File: src/rtl/aes128_dec_key_store.sv
// AES-128 decryption round-key store.
// Expands a cipher key one round key per clock into an 11-entry register
// file and serves the keys in decryption order over a registered read port.
//
// state  | meaning
// IDLE   | no key loaded, waiting for a key handshake
// EXPAND | computing rk[cnt] from the previous round key each cycle
// READY  | all round keys present; a new handshake restarts expansion
module aes128_dec_key_store #(
    parameter int NR = 10
) (
    input  logic         clk,
    input  logic         rst,
    input  logic         key_valid,
    input  logic [127:0] key_in,
    output logic         key_ready,
    output logic         keys_valid,
    input  logic [3:0]   rd_round,
    output logic [127:0] rd_key
);

    typedef enum logic [1:0] {IDLE, EXPAND, READY} state_t;

    localparam logic [3:0] NR_L = 4'(NR);

    // Forward S-box, byte 0x00 at the most significant end.
    localparam logic [2047:0] SBOX_TBL = {
        128'h637c777bf26b6fc53001672bfed7ab76, 128'hca82c97dfa5947f0add4a2af9ca472c0,
        128'hb7fd9326363ff7cc34a5e5f171d83115, 128'h04c723c31896059a071280e2eb27b275,
        128'h09832c1a1b6e5aa0523bd6b329e32f84, 128'h53d100ed20fcb15b6acbbe394a4c58cf,
        128'hd0efaafb434d338545f9027f503c9fa8, 128'h51a3408f929d38f5bcb6da2110fff3d2,
        128'hcd0c13ec5f974417c4a77e3d645d1973, 128'h60814fdc222a908846eeb814de5e0bdb,
        128'he0323a0a4906245cc2d3ac629195e479, 128'he7c8376d8dd54ea96c56f4ea657aae08,
        128'hba78252e1ca6b4c6e8dd741f4bbd8b8a, 128'h703eb5664803f60e613557b986c11d9e,
        128'he1f8981169d98e949b1e87e9ce5528df, 128'h8ca1890dbfe6426841992d0fb054bb16
    };

    function automatic logic [7:0] sbox(input logic [7:0] b);
        return SBOX_TBL[{~b, 3'b000} +: 8];
    endfunction

    function automatic logic [7:0] rcon(input logic [3:0] i);
        case (i)
            4'd1:    return 8'h01;
            4'd2:    return 8'h02;
            4'd3:    return 8'h04;
            4'd4:    return 8'h08;
            4'd5:    return 8'h10;
            4'd6:    return 8'h20;
            4'd7:    return 8'h40;
            4'd8:    return 8'h80;
            4'd9:    return 8'h1b;
            4'd10:   return 8'h36;
            default: return 8'h00;
        endcase
    endfunction

    state_t         state, state_nxt;
    logic [3:0]     cnt;
    logic [127:0]   rk [0:NR];
    logic [127:0]   work;
    logic [127:0]   next_rk;
    logic           handshake;

    assign handshake = key_valid && key_ready;

    // One key-schedule step from the previous round key held in work.
    always_comb begin
        logic [31:0] rot;
        logic [31:0] temp;
        logic [31:0] n0, n1, n2, n3;
        rot  = {work[23:0], work[31:24]};
        temp = {sbox(rot[31:24]), sbox(rot[23:16]), sbox(rot[15:8]), sbox(rot[7:0])}
               ^ {rcon(cnt), 24'h0};
        n0 = work[127:96] ^ temp;
        n1 = work[95:64]  ^ n0;
        n2 = work[63:32]  ^ n1;
        n3 = work[31:0]   ^ n2;
        next_rk = {n0, n1, n2, n3};
    end

    // Next-state and handshake outputs.
    always_comb begin
        state_nxt  = state;
        key_ready  = 1'b0;
        keys_valid = 1'b0;
        case (state)
            IDLE: begin
                key_ready = 1'b1;
                if (key_valid) state_nxt = EXPAND;
            end
            EXPAND: begin
                if (cnt == NR_L) state_nxt = READY;
            end
            READY: begin
                key_ready  = 1'b1;
                keys_valid = 1'b1;
                if (key_valid) state_nxt = EXPAND;
            end
            default: state_nxt = IDLE;
        endcase
    end

    // State register and round counter; the counter holds at NR.
    always_ff @(posedge clk) begin
        if (rst) begin
            state <= IDLE;
            cnt   <= 4'd0;
        end else begin
            state <= state_nxt;
            if (handshake)
                cnt <= 4'd1;
            else if (state == EXPAND && cnt != NR_L)
                cnt <= cnt + 4'd1;
        end
    end

    // Round-key file: capture the cipher key, then one expanded key per cycle.
    always_ff @(posedge clk) begin
        if (!rst) begin
            if (handshake) begin
                rk[0] <= key_in;
                work  <= key_in;
            end else if (state == EXPAND) begin
                rk[cnt] <= next_rk;
                work    <= next_rk;
            end
        end
    end

    // Registered read port in decryption order; out-of-range rounds read zero.
    always_ff @(posedge clk) begin
        if (rst)
            rd_key <= 128'h0;
        else if (rd_round > NR_L)
            rd_key <= 128'h0;
        else
            rd_key <= rk[NR_L - rd_round];
    end

endmodule

File: config.mk
export PLATFORM = sky130hd
export DESIGN_NAME = aes128_dec_key_store
export DESIGN_NICKNAME = d
export VERILOG_FILES = /design/src/rtl/aes128_dec_key_store.sv
export SDC_FILE = /design/constraint.sdc
export NUM_CORES = 2
export LEC_CHECK = 0
export ABC_AREA = 1
export BUFFER_PORTS_ARGS = -buffer_cell sky130_fd_sc_hd__buf_2
export CORE_MARGIN = 3
export CORE_UTILIZATION = 35
export CTS_BUF_LIST = sky130_fd_sc_hd__clkbuf_4
export DETAILED_ROUTE_END_ITERATION = 7
export HOLD_SLACK_MARGIN = 0.02
export PLACE_DENSITY = 0.58
export SLEW_MARGIN = 20
export SYNTH_ARGS = -nofsm -noshare
export SYNTH_HDL_FRONTEND = slang
export SYNTH_SLANG_ARGS = --single-unit
File: constraint.sdc
create_clock -name clk -period 19.3 [get_ports clk]
set_input_delay 1.93 -clock clk [delete_from_list [all_inputs] [get_ports clk]]
set_output_delay 1.93 -clock clk [all_outputs]
set_load 0.005 [all_outputs]
==> metrics.md <==
| Metric | Value |
|---|---|
| Initial Utilization | `35.3%` |
| Final-stage net count | `8,549` |
| Minimum clock period | `5.42 ns` |
| Syn Area/Cell | `9.82 sq um` |
| Synth Warn # | `0` |
| Vias per cell | `5.58` |
| Vias | `65,193` |
| Largest net degree at the start of global routing | `240` |
| Post-synthesis sequential area ratio | `62.1%` |
| Leading area contributor after synthesis | `edfxtp_1` |
| Layout area overhead | `12.7%` |
| Startpoint types | `flip-flop` |
| PD cells | `101 nW/um^2` |
| Max clock buf depth | `4` |
| Max Cap Viol | `0` |
| Commonest cells post-synth | `nand2_1, edfxtp_1, nand3_1` |
| R2R Setup Slk | `13.88 ns` |
| Leakage | `33.8 nW` |
| Post-synth ARST share | `0%` |
| Routed len/inst | `25.3 um` |
| RR Endpoint | `rk[8][50]$_DFFE_PP_` |
| Post-synth EDFFs | `1,536` |
| Max FO, Critical Path | `13` |
| Worst reg2reg path depth | `17` |
| Mapped cell area | `78,600 sq um` |
| Clock slew at reported path FFs | `0.06 ns` |
| Synth top area share | `58.7%` |
| Gpl congestion | `1.01` |
| Hold Buf Count CTS | `0` |
| Pre-antenna DRT Iters | `7` |
| Setup bufs post-CTS | `0` |
| Clock skew | `0.159 ns` |
| Final worst path period share | `28.1%` |
| Grt ovf | `0` |
| Req. time, crit path | `20.32 ns` |
| Cell Rows | `173` |
| Die ar. | `230,000 sq um` |
| Max VDD drop | `0.0629 mV` |
| Critical path arrival | `6.44 ns` |
| Die Y | `480 um` |
| Critical path class | `reg -> reg` |
| Pins Over Slew Limit | `0` |
| CTS buffer count | `441` |
| Initial antenna violation count | `37` |
| Kind of end point of the critical path | `flip-flop` |
| First-pass GRT wire length | `423,000 um` |
| GRT Total Usage | `24.8%` |
| CORE AREA | `223,000 sq um` |
| ANT nets after route | `0` |
| PostCTS Resize Cnt | `0` |
| Switching power | `2.75 mW` |
| Die Wd | `480 um` |
| Combinational share of power | `18.7%` |
| Layout cells sized above 1 | `14.9%` |
| Port Buffers | `264` |
| Flops & latches, synth | `1,670` |
| Hold path cells | `2` |
| Status | `complete, no violations` |
| Most common cell in the netlist | `nand2_1` |
| Syn Nets | `8,202` |
| R2r startpoint | `work[8]$_DFFE_PP_` |
| Hold Vio Cnt, Final | `0` |
| Synth top area cells | `edfxtp_1, nand2_1, nand3_1` |
| Synthesized instance count | `8,002` |
| H-tree levels | `5` |
| Root buf cell | `clkbuf_4` |
| Max-Slew Margin vs Limit | `14.1%` |
| CTS tree | `built` |
| Post-synth cell types | `44` |
| # setup viols final | `0` |
| Max Freq | `0.184 GHz` |
| DRC violations left | `0` |
| Vias in the first global route | `61,480` |
| Post-layout util | `39.8%` |
| Ys flop type | `edfxtp_1` |
| Hold Path End | `cnt[3]$_SDFFE_PP0P_` |
| Ports | `265` |
| Int Pwr | `6.19 mW` |
| DRC marker count from the first detailed-route iteration | `8,241` |
| Setup TNS | `0 ns` |
| Source of the worst hold timing path | `cnt[3]$_SDFFE_PP0P_` |
| Flop pwr share | `46.7%` |
| WL final | `295,000 um` |
| Clk_lat worst skew | `1.43 ns` |
| Switching Share | `30.7%` |
| RSZ-0062 raised after global routing | `no` |
| Clock share of power | `34.6%` |
| Clk sinks | `1,670` |
| Hpwl dp | `187,000 um` |
| Min-delay worst type | `reg -> reg` |
| Worst-margin pin slew | `1.29 ns` |
==> final cells by class <==
class | instances | area, sq um
clock inverters | 101 | 517
flip-flops and latches | 1670 | 48800
fillers | 21971 | 134000
well taps | 2975 | 3720
clock buffers | 685 | 5140
diodes | 21 | 52.6
inverters | 436 | 1660
multi-input cells | 5365 | 26000
repair buffers | 435 | 2700
==> kinds of logic (layout without fill, tap and decap cells) <==
family,after synthesis,in the layout,share of synthesized area [%]
adder cells (fa/ha/maj),65,65,1.04
flip-flops,1670,1670,62.1
XOR/XNOR,9,9,0.100
AND/OR/NAND/NOR,3853,3853,20.7
AO/OA/AOI/OAI,1438,1438,11.0
buffers and inverters,967,1657,5.09
other,0,21,0
==> sequential cells by signal, summed over array words and instances (netlist names) <==
register,flops
rk,1408
rd_key,128
work,128
cnt,4
state,2
==> per-layer routing <==
layer	track usage [%]	vias up	part of all wire (%)
li1	-	29368	-
met4	12.4	8	5.2
met3	5.08	642	8.8
met1	33.0	31810	41
met2	38.6	3365	45
met5	0	-	0.020
==> how the worst max path moves through the flow <==
stage                      startpoint  slack (ns)                   to
global route        work[8]$_DFFE_PP_       13.75  rk[8][50]$_DFFE_PP_
CTS                 work[8]$_DFFE_PP_       13.54  rk[8][50]$_DFFE_PP_
floorplan                   key_valid        1.45   rk[0][0]$_DFFE_PP_
finish              work[8]$_DFFE_PP_       13.88  rk[8][50]$_DFFE_PP_
global placement                  rst       12.95  rk[9][67]$_DFFE_PP_
detailed placement                rst       12.84  rk[9][65]$_DFFE_PP_
==> critical path, stage by stage, from the launching register on <==
cell and delay, ns:
edfxtp_1 0.87, inv_1 0.50, ha_1 0.53, nand2_2 0.31, inv_1 0.12, nor2_1 0.59, nand2_1 0.11, nand3_1 0.10
nand3_1 0.08, nand3_1 0.09, nand3_1 0.14, nand2_1 0.15, nand2_1 0.08, nand3_1 0.09, nand2_1 0.10, nand2_1 0.19
nand2_1 0.28, o21ai_2 0.64
==> through the flow <==
stage / setup slack (ns) / total power [mW] / instance area (sq um) / hold slack, ns / instances
floorplan: 1.45 / 5.24 / 78600 / 0.481 / 8002
global placement: 12.95 / 5.88 / 82800 / 0.493 / 10881
detailed placement: 12.84 / 5.88 / 82900 / 0.512 / 10881
CTS: 13.54 / 8.98 / 88500 / 0.525 / 11667
global route: 13.75 / 9.36 / 88600 / 0.568 / 11680
finish: 13.88 / 8.94 / 88600 / 0.522 / 11688
==> placed cells by master, fill, tap and decap left out, types with 3 or more instances in the layout <==
cell and count:
nor2_1 1045, bufinv_16 4, nand3b_1 17, o32ai_1 256, buf_2 263, a21oi_4 5
clkinv_1 87, o22ai_1 129, clkbuf_4 685, nor2_2 16, nand3_2 14, a21oi_2 4
xor2_1 7, clkinv_2 10, o21ai_1 56, o21ai_2 17, nand4_1 20, buf_12 7
nand2_1 1589, inv_6 3, nand2_2 47, edfxtp_1 1536, ha_1 63, diode_2 21
o21ai_0 711, o211ai_1 31, a21oi_1 91, a31oi_1 134, dfxtp_1 134, buf_4 164
nor2_4 13, inv_2 23, inv_1 402, nand3_1 1076, nor3_1 5, clkinvlp_4 4
nand2_4 6
==> power groups by stage <==
stage / clock network [mW] / registers, mW / logic [mW]
finish: 3.10 / 4.17 / 1.67
global route: 3.38 / 4.18 / 1.80
global placement: 0 / 4.25 / 1.63
floorplan: 0 / 4.23 / 1.01
detailed placement: 0 / 4.25 / 1.63
CTS: 3.17 / 4.18 / 1.64
Note: power is estimated with default switching activity, not from simulation.
